--- src/rtl/fir_stream.sv ---
// Streaming FIR filter: shift-register sample window and coefficient chain,
// one multiply-accumulate per cycle, then round, shift and saturate to DW bits.
module fir_stream #(
    parameter int N_TAPS = 16,
    parameter int DW     = 16,
    parameter int CW     = 16,
    parameter int SHIFT  = 0
) (
    input  logic                 clk,
    input  logic                 rst,
    input  logic                 wind,
    input  logic                 load,
    input  logic                 in_valid,
    input  logic signed [DW-1:0] data,
    output logic                 out_valid,
    output logic signed [DW-1:0] out,
    output logic                 busy,
    output logic                 sat
);

    localparam int LW = $clog2(N_TAPS);
    localparam int PW = DW + CW;
    localparam int AW = PW + LW;
    localparam int IW = LW;
    localparam int unsigned RS = (SHIFT > 0) ? SHIFT - 1 : 0;

    // Rounding constant and saturation limits, one bit wider than acc so the
    // rounding add cannot wrap.
    localparam logic signed [AW:0] RND  = (SHIFT > 0) ? ({{AW{1'b0}}, 1'b1} << RS) : '0;
    localparam logic signed [AW:0] MAXV = {{(AW + 2 - DW){1'b0}}, {(DW - 1){1'b1}}};
    localparam logic signed [AW:0] MINV = {{(AW + 2 - DW){1'b1}}, {(DW - 1){1'b0}}};

    typedef enum logic [1:0] {IDLE, MAC, OUT} state_t;

    state_t               state;
    logic signed [DW-1:0] x [N_TAPS];
    logic signed [CW-1:0] c [N_TAPS];
    logic [IW-1:0]        idx;
    logic signed [AW-1:0] acc;

    logic signed [CW-1:0] coef_in;
    logic signed [DW-1:0] x_sel;
    logic signed [CW-1:0] c_sel;
    logic signed [PW-1:0] prod;
    logic signed [AW-1:0] prod_ext;
    logic signed [AW:0]   rnd_sum;
    logic signed [AW:0]   shifted;
    logic                 sat_hi;
    logic                 sat_lo;
    logic signed [DW-1:0] res;

    generate
        if (CW <= DW) begin : g_coef_trunc
            assign coef_in = data[CW-1:0];
        end else begin : g_coef_ext
            assign coef_in = {{(CW - DW){data[DW-1]}}, data};
        end
    endgenerate

    always_comb begin
        x_sel    = x[idx];
        c_sel    = c[idx];
        prod     = $signed({{CW{x_sel[DW-1]}}, x_sel}) * $signed({{DW{c_sel[CW-1]}}, c_sel});
        prod_ext = {{LW{prod[PW-1]}}, prod};
    end

    always_comb begin
        rnd_sum = {acc[AW-1], acc} + RND;
        shifted = rnd_sum >>> SHIFT;
        sat_hi  = shifted > MAXV;
        sat_lo  = shifted < MINV;
        if (sat_hi) begin
            res = MAXV[DW-1:0];
        end else if (sat_lo) begin
            res = MINV[DW-1:0];
        end else begin
            res = shifted[DW-1:0];
        end
    end

    always_ff @(posedge clk) begin
        if (rst) begin
            state     <= IDLE;
            acc       <= '0;
            idx       <= '0;
            out       <= '0;
            sat       <= 1'b0;
            out_valid <= 1'b0;
            busy      <= 1'b0;
            for (int unsigned i = 0; i < N_TAPS; i++) begin
                x[i] <= '0;
                c[i] <= '0;
            end
        end else begin
            out_valid <= 1'b0;
            case (state)
                IDLE: begin
                    // A start request takes precedence over any chain shift.
                    if (in_valid) begin
                        acc   <= '0;
                        idx   <= '0;
                        busy  <= 1'b1;
                        state <= MAC;
                    end else begin
                        if (wind) begin
                            x[0] <= data;
                            for (int unsigned i = 1; i < N_TAPS; i++) begin
                                x[i] <= x[i-1];
                            end
                        end
                        if (load) begin
                            c[0] <= coef_in;
                            for (int unsigned i = 1; i < N_TAPS; i++) begin
                                c[i] <= c[i-1];
                            end
                        end
                    end
                end
                MAC: begin
                    acc <= acc + prod_ext;
                    idx <= idx + 1'b1;
                    if (idx == IW'(N_TAPS - 1)) begin
                        state <= OUT;
                    end
                end
                OUT: begin
                    out       <= res;
                    sat       <= sat_hi | sat_lo;
                    out_valid <= 1'b1;
                    busy      <= 1'b0;
                    state     <= IDLE;
                end
                default: state <= IDLE;
            endcase
        end
    end

endmodule

--- config.mk ---
export PLATFORM = sky130hd
export DESIGN_NAME = fir_stream
export DESIGN_NICKNAME = d
export VERILOG_FILES = /design/src/rtl/fir_stream.sv
export SDC_FILE = /design/constraint.sdc
export NUM_CORES = 2
export LEC_CHECK = 0
export ABC_CLOCK_PERIOD_IN_PS = 8970
export CAP_MARGIN = 20
export CELL_PAD_IN_SITES_DETAIL_PLACEMENT = 1
export CELL_PAD_IN_SITES_GLOBAL_PLACEMENT = 1
export CORE_UTILIZATION = 54
export CTS_CLUSTER_SIZE = 28
export DETAILED_ROUTE_END_ITERATION = 10
export PLACE_DENSITY_LB_ADDON = 0.1
export SETUP_SLACK_MARGIN = 0.2
export SYNTH_ARGS = -nofsm -noshare
export SYNTH_HDL_FRONTEND = slang
export SYNTH_SLANG_ARGS = --single-unit
--- constraint.sdc ---
create_clock -name clk -period 8.97 [get_ports clk]
set_input_delay 1.3455 -clock clk [delete_from_list [all_inputs] [get_ports clk]]
set_output_delay 1.3455 -clock clk [all_outputs]
set_load 0.02 [all_outputs]
==> impl_metrics.py <==
metrics = {
    "floorplanning": {
        "die_w_microns": 263,
        "dieHeight_microns": 263,
        "start_util_pct": 54.6,
        "num_io_pins": 40,
        "core_area_sq_um": 67300,
        "num_rows": 95,
        "die-area_sq_um": 69100,
    },
    "timing": {
        "final.setup.tns_ns": 0,
        "fin_crit_sh_pct": 90.8,
        "drv_slew": 0,
        "post-route-min-period_ns": 8.14,
        "fmax_mhz": 123,
        "relSlewSlack_pct": 25.2,
        "clock_skew_ns": 0.0365,
        "rsz0062_at_grt": "false",
        "finalSetupViolCount": 0,
        "worst_slew_pin_slew_ns": 1.12,
        "timing.final.ws_setup_ns": 0.825,
        "finalHoldViolCount": 0,
    },
    "power_and_ir_drop": {
        "vdd_drop_max_mv": 0.241,
        "p_leak_nw": 16.4,
        "power_density_nw_per_um2": 307,
    },
    "synthesis": {
        "avgSynthCellArea_sq_um": 12.7,
        "synthCells": 2900,
        "ys_ff_latch": 577,
        "ys_seq_area_share_pct": 45.4,
        "netlist.area_leader.share_pct": 41.8,
        "ys.flop_type": "edfxtp_1",
        "yosys.area.top_type": "edfxtp_1",
        "async_flop_share_pct": 0,
        "synthesis.nets": 3343,
        "syn_area_sq_um": 36800,
        "yosys-top-cells-area": "edfxtp_1 42%, fa_1 17%, mux4_2 8.2%",
        "ys_warn_count": 0,
        "ys_types": 61,
        "synth_edf_count": 512,
    },
    "cts": {
        "cts_max_path_buffers": 3,
        "worstSkewPairLatency_ns": 0.65,
        "cts_tree": "done",
        "htree_levels": 2,
        "clockRootBuffer": "clkbuf_16",
        "cts_sinks": 577,
        "numCtsBuffers": 61,
        "cts_resized": 0,
        "hold_buffers": 0,
        "post_cts_buffers": 0,
        "clk_pin_slew_ns": 0.06,
    },
    "cells_and_area": {
        "num-nets-final": 3358,
        "layout.cells.most_common": "edfxtp_1",
        "final_cell_mix": "512 x edfxtp_1, 386 x inv_1, 323 x and2_1, 314 x fa_1, 199 x nor2b_1",
        "drive_gt1_share_pct": 11.8,
        "fin_area_sq_um": 40200,
        "syn_to_final_growth_pct": 9.48,
        "fillCellCount": 6591,
    },
    "status": {
        "status": "complete, no violations",
    },
    "grt": {
        "grt_max_degree": 178,
        "grt_pass1_wl_microns": 138000,
        "antenna_found_initial": 2,
        "gr-total-overflow": 0,
        "grt_usage_pct": 25.6,
        "grt_pass1_vias": 24100,
    },
    "detailed_routing": {
        "drc_errors": 0,
        "firstDrtPassIters": 5,
        "detail-route-antenna-nets": 0,
        "avgRoutedWirePerCell_microns": 22.2,
        "vias": 21600,
        "wl_microns": 85400,
        "drt_iter0_drc": 1356,
        "via_per_inst": 5.63,
    },
    "critical_path": {
        "cp-end-kind": "flop",
        "crit_required_ns": 9.47,
        "critPathKind": "flop to flop",
        "crit_fanout": 16,
        "arrival_ns": 8.65,
        "startpoint_type": "flop",
    },
    "placement": {
        "place_worst_setup_slack_ns": 0.834,
        "gp_congestion": 0.866,
        "post_dp_cell_area_sq_um": 38200,
        "dp_hpwl_microns": 60800,
        "io_buffers": 39,
    },
    "min_path": {
        "hold_class": "flop to flop",
    },
    "flow_run": {
        "drv_cap": 0,
    },
}
-- cell type report --
type                       instances  area, sq um  share of cell area [%]
antenna                            1         2.50                 0.00622
clock buffer                      81         1630                    4.05
clock inverter                    34          422                    1.05
inverter                         391         1470                    3.65
multi-input combinational       1788        18000                    44.8
sequential                       577        16700                    41.5
tap                              873         1090                    2.71
timing repair buffer              96          922                    2.29
-- flip-flops by register name, summed over array words and instances (netlist names), named ones only --
name       cells
acc           36
busy           1
c            256
idx            4
out           16
out_valid      1
sat            1
state          2
x            256
-- per-stage QoR --
step | std cells | hold slack (ns) | utilization [%] | power (mW)
4_1_cts | 3839 | 0.455 | 59.8 | 12.4
6_report | 3841 | 0.451 | 59.8 | 12.4
3_3_place_gp | 3724 | 0.443 | 56.7 | 9.53
5_1_grt | 3840 | 0.486 | 59.8 | 13.4
3_5_place_dp | 3724 | 0.447 | 56.7 | 9.79
2_1_floorplan | 2900 | 0.468 | - | 8.18
-- synthesized netlist by cell type (all sizes together), types with 3 or more instances --
| cell | n |
|---|---|
| a211oi | 6 |
| a21o | 12 |
| a21oi | 45 |
| a22oi | 24 |
| a31o | 4 |
| a31oi | 7 |
| and2 | 323 |
| and3 | 6 |
| buf | 54 |
| clkbuf | 90 |
| dfxtp | 65 |
| edfxtp | 512 |
| fa | 314 |
| ha | 108 |
| inv | 390 |
| mux2 | 26 |
| mux2i | 27 |
| mux4 | 135 |
| nand2 | 156 |
| nand2b | 10 |
| nand3 | 14 |
| nand4 | 7 |
| nor2 | 193 |
| nor2b | 199 |
| nor3 | 9 |
| nor3b | 5 |
| nor4 | 5 |
| o211ai | 18 |
| o21a | 14 |
| o21ai | 53 |
| o21bai | 5 |
| or2 | 3 |
| or3 | 3 |
| or4 | 3 |
| xnor2 | 22 |
| xor2 | 15 |
-- critical path, stage by stage, from the launching register on --
cell and delay (ns):
dfxtp_4 0.52, buf_4 0.38, mux4_2 0.55, mux2_2 0.28, o21ai_1 0.41, inv_1 0.20, nand2_1 0.13, fa_1 0.52
fa_1 0.87, fa_1 0.59, fa_1 0.52, inv_1 0.05, fa_1 0.48, inv_1 0.05, fa_1 0.48, inv_1 0.04
ha_1 0.34, nand4_1 0.21, or4_1 0.55, a21oi_1 0.20, nand3b_1 0.21, a31oi_1 0.12, mux2i_1 0.18, nand3_1 0.10
-- logic make-up after synthesis --
| group | share of synthesized area (%) |
|---|---|
| flip-flops | 45.4 |
| multiplexers | 9.83 |
| AO/OA/AOI/OAI | 3.63 |
| AND/OR/NAND/NOR | 13.7 |
| buffers and inverters | 5.78 |
| XOR/XNOR | 0.882 |
| adder cells (fa/ha/maj) | 20.8 |
-- path summary, 6_finish.rpt --
check,from,end,slack [ns],depth (start not counted)
setup / recovery,flop,acc[33],0.83,23
hold / removal,out[9],out[9],0.45,2
setup reg to reg,flop,acc[33],0.83,23
hold reg to reg,out[9],out[9],0.45,2
-- report_power, final --
part           internal, mW  switching [mW]
Sequential             3.15           0.135
Clock                  1.51            1.09
Combinational          2.71            3.75
-- metal layers --
| layer | vias to the layer above | wire [microns] | track usage [%] |
|---|---|---|---|
| li1 | 9728 | - | - |
| met1 | 11400 | 38700 | 36.3 |
| met2 | 394 | 41500 | 42.2 |
| met3 | 127 | 3210 | 3.20 |
| met4 | 0 | 2010 | 6.51 |
| met5 | - | 0 | 0 |
Note: power is estimated with default switching activity, not from simulation.
==> edit 1, RTL diff (same flow settings) <==
Change the parameter `N_TAPS` from 16 to 32.
--- a/src/rtl/fir_stream.sv
+++ b/src/rtl/fir_stream.sv
@@ -1,7 +1,7 @@
 // Streaming FIR filter: shift-register sample window and coefficient chain,
 // one multiply-accumulate per cycle, then round, shift and saturate to DW bits.
 module fir_stream #(
-    parameter int N_TAPS = 16,
+    parameter int N_TAPS = 32,
     parameter int DW     = 16,
     parameter int CW     = 16,
     parameter int SHIFT  = 0
Check against the original RTL: not settled (the Yosys comparison gave no result); the edit may change what the design does.
==> edit 1 against the unedited design <==
  * Design area increased by 64%
  * Critical path depth rose by 1
  * Worst setup slack got worse by 0.31 ns
  * Routed wire length increased by 57%
  * Area after synthesis is 63% higher
  * Die area grew 62%
  * Non-clock buffer count increased by 54
  * Worst hold slack better by 0.019 ns
  * Utilization up 0.66 points
  * Total power up 40%
  * Sequential cell count is 515 higher
  * Via count grew 52%
  * Critical path type unchanged
  * Critical endpoint is now acc[36]$_SDFFE_PP0P_
==> edit 1: results (changes against the unedited design) <==
Inst Count DP -> 5,489 (+47%)
leakage -> 25.4 nW (+54%)
largest net degree at the start of global routing -> 270 (+52%)
metal2 WL -> 64,200 µm (+55%)
Synth area leaders -> edfxtp_1 51%, mux4_2 12%, fa_1 11%
RR Endpoint -> acc[36]$_SDFFE_PP0P_
Placed Instance Area -> 0.0618 mm² (+62%)
met3 GRT Util -> 0.0273 (-0.00475)
Pre-antenna DRT Iters -> 8 (+3)
H-tree depth -> 3 (+1)
met3 WL -> 5060 µm (+58%)
Syn Nets -> 4,580 (+37%)
Fillers -> 10,200 (+54%)
Slew headroom -> 0.203 (-0.0486)
DR vias -> 32,800 (+52%)
Top Registers -> c: 512 flops, x: 512 flops, acc: 37 flops
slowest CP cell -> mux4_2
Max VDD drop -> 220 µV (-8.8%)
Num CTS Buffers -> 114 (+87%)
status -> finished clean
Internal -> 11.4 mW (+55%)
later-pin clock latency in the skew report -> 0.73 ns (+0.08 ns)
met2 Use GR -> 0.388 (-0.0335)
synth unique cells -> 58 (-4.9%)
critical path peak fanout -> 24 (+8)
post-DR wirelength/cell -> 23.4 µm (+5.5%)
-- edit 1: cell count changes in the layout (fill, tap and decap cells not counted), moves of 37 or more --
| cell | before | now |
|---|---|---|
| inv_1 | 386 | 349 |
| and2_1 | 323 | 588 |
| edfxtp_1 | 512 | 1024 |
| mux4_2 | 134 | 316 |
| nor2b_1 | 199 | 468 |
| clkbuf_16 | 61 | 118 |
-- edit 1: final cells by class --
type | instances | share of cell area
antenna | 2 | 0.0000757
clock buffer | 135 | 0.0445
clock inverter | 77 | 0.0131
inverter | 359 | 0.0204
multi-input combinational | 2439 | 0.382
sequential | 1092 | 0.486
tap | 1476 | 0.0279
timing repair buffer | 150 | 0.0256
-- edit 1: worst max-delay path by stage --
stage          startpoint               endpoint  slack [ns]  depth (start not counted)
2_1_floorplan         rst  c[0][0]$_SDFFCE_PN0P_       -0.50                          4
5_1_grt              flop   acc[36]$_SDFFE_PP0P_        0.22                         26
4_1_cts              flop   acc[36]$_SDFFE_PP0P_        0.21                         25
3_3_place_gp         flop   acc[36]$_SDFFE_PP0P_        0.41                         25
3_5_place_dp         flop   acc[36]$_SDFFE_PP0P_        0.25                         25
6_report             flop   acc[36]$_SDFFE_PP0P_        0.52                         24
-- edit 1: worst max-delay path, delay by kind of cell, from the launching register on --
kind                     cells  cell delay, ns
AND/OR/NAND/NOR              4            1.08
AO/OA/AOI/OAI                5            1.09
flip-flops                   1            0.45
adder cells (fa/ha/maj)      7            3.31
multiplexers                 3            1.59
buffers and inverters        5            0.73
-- edit 1: logic make-up after synthesis --
group,after synthesis
and+or+nand+nor,1458
adders and majority gates,429
muxes,356
xor gates and xnor gates,28
AOI/OAI and AO/OA,168
buffers and inverters,599
DFF,1092
==> edit 2, RTL diff (config.mk and constraints unchanged) <==
Without the edit above. Put one more register stage on the output `out`, with the module's reset. The value now appears one clock later. The other outputs are not delayed to match.
--- a/src/rtl/fir_stream.sv
+++ b/src/rtl/fir_stream.sv
@@ -31,6 +31,8 @@
     localparam logic signed [AW:0] MINV = {{(AW + 2 - DW){1'b1}}, {(DW - 1){1'b0}}};
 
     typedef enum logic [1:0] {IDLE, MAC, OUT} state_t;
+
+    logic signed [DW-1:0] out_s0;
 
     state_t               state;
     logic signed [DW-1:0] x [N_TAPS];
@@ -83,7 +85,7 @@
             state     <= IDLE;
             acc       <= '0;
             idx       <= '0;
-            out       <= '0;
+            out_s0    <= '0;
             sat       <= 1'b0;
             out_valid <= 1'b0;
             busy      <= 1'b0;
@@ -124,7 +126,7 @@
                     end
                 end
                 OUT: begin
-                    out       <= res;
+                    out_s0    <= res;
                     sat       <= sat_hi | sat_lo;
                     out_valid <= 1'b1;
                     busy      <= 1'b0;
@@ -135,5 +137,13 @@
         end
     end
 
+    always_ff @(posedge clk) begin
+        if (rst) begin
+            out <= '0;
+        end else begin
+            out <= out_s0;
+        end
+    end
+
 endmodule
 
Function: not settled (the Yosys comparison gave no result); the edit may change what the design does.
==> edit 2 against the unedited design <==
  * Highest routed layer unchanged
  * Critical path type unchanged
  * Design area rose by 0.91%
  * Sequential cell count is 16 higher
  * Routed wire length up 4.4%
  * Largest cell class unchanged
  * Largest power group unchanged
  * Critical endpoint is now acc[35]$_SDFFE_PP0P_
  * Critical path depth up 3
  * Area after synthesis is 0.25% higher
  * Total power rose by 1.1%
  * Worst setup slack lost 0.23 ns
  * Die area rose by 0.25%
==> edit 2: results (changes against the unedited design) <==
sequential area share after synthesis -> 0.461 (+0.00757)
end of the worst hold path -> out[1]$_SDFF_PP0_
hold path depth -> 1 (-1)
slowest CP cell -> or4_4
port bufs -> 39 (unchanged)
met3 GRT Util -> 0.0299 (-0.00211)
Root Driver -> clkbuf_16
met3 WL -> 3330 µm (+3.7%)
post-DR wirelength/cell -> 23.0 µm (+3.5%)
Placed Instance Area -> 0.0384 mm² (+0.72%)
GRT Resource Usage Total -> 0.268 (+0.0117)
PwrDens -> 308 mW/mm² (+0.17%)
family with the most delay on the worst path -> adder cells
Fillers -> 6,550 (-0.62%)
CP endpoint -> acc[35]$_SDFFE_PP0P_
hold_ws -> 0.465 ns (+0.0147 ns)
Reg2Reg Depth -> 26 (+13%)
Mean Syn Cell Area -> 12.6 µm² (-0.27%)
top cells by count, synth -> 512 x edfxtp_1, 389 x inv_1, 325 x and2_1
final instance area -> 0.0406 mm² (+0.91%)
Setup Buffers After CTS -> 0 (unchanged)
Max VDD drop -> 290 µV (+20%)
EDFF count, synth -> 512 (unchanged)
synth unique cells -> 55 (-9.8%)
Final HPWL DP -> 63,900 µm (+5.2%)
final std cells w/o fill -> 3,875 (+0.89%)
Worst Path Arrival -> 8.86 ns (+0.21 ns)
first-pass GRT wire length -> 143,000 µm (+3.7%)
min cycle time layout -> 8.38 ns (+0.233 ns)
Num CTS Buffers -> 66 (+8.2%)
met2 Use GR -> 0.453 (+0.0313)
DR vias -> 22,000 (+1.8%)
met1 GRT Util -> 0.367 (+0.00385)
Inst Count DP -> 3,752 (+0.75%)
metal2 WL -> 44,300 µm (+6.9%)
later-pin clock latency in the skew report -> 0.64 ns
routability cong. -> 0.926 (+7.0%)
Slew headroom -> 0.346 (+0.0938)
sequential group share of total power -> 0.269 (+0.003)
DP Worst Slack -> 0.405 ns (-0.429 ns)
Internal -> 7.38 mW (about the same)
H-tree depth -> 3 (+1)
worst hold start -> out_s0[1]$_SDFFE_PP0P_
vias in the first global route -> 24,700 (+2.4%)
R2R setup slack -> 0.59 ns (-0.23 ns)
WL met1 -> 39,200 µm (+1.3%)
Clock Skews -> 0.0473 ns (+0.0107 ns)
Synth area leaders -> edfxtp_1 42%, fa_1 17%, mux4_2 8.3%
type of the most critical hold path -> reg2reg
critical path peak fanout -> 25 (+9)
fin nets -> 3,397 (+1.2%)
initial antenna violation count -> 3 (+1)
slowest stage delay, CP -> 0.59 ns (-0.28 ns)
share of cells above drive strength 1 -> 0.115 (-0.00367)
asr flop ratio synth -> 0 (unchanged)
leakage -> 16.6 nW (+1.3%)
largest net degree at the start of global routing -> 137 (-23%)
1st-iter DRT viols -> 1,484 (+9.4%)
status -> finished clean
-- edit 2: cell types whose count changed after synthesis, sizes merged, moves of 7 or more --
cell    change
a21oi       -7
a22o       +11
buf        -21
clkbuf     +15
dfxtp      +16
inv         +7
nand2      -11
nor2       +21
nor2b      +17
o211ai     -13
-- edit 2: layout make-up --
cell class                      instances  share of cell area
Multi-Input combinational cell       1787               0.440
Sequential cell                       593               0.419
Clock buffer                           83              0.0435
Inverter                              397              0.0367
Tap cell                              873              0.0269
Timing Repair Buffer                  109              0.0263
Clock inverter                         32             0.00767
Antenna cell                            1           0.0000616
-- edit 2: logic make-up (layout without fill, tap and decap cells) --
logic type	count (synthesis)	in the layout	synth area share
AOI/OAI and AO/OA	189	189	0.0328
xor gates and xnor gates	35	35	0.00832
adders and majority gates	422	422	0.207
buffers and inverters	535	621	0.0555
DFF	593	593	0.461
muxes	185	185	0.0970
other	0	1	0
and+or+nand+nor	956	956	0.138
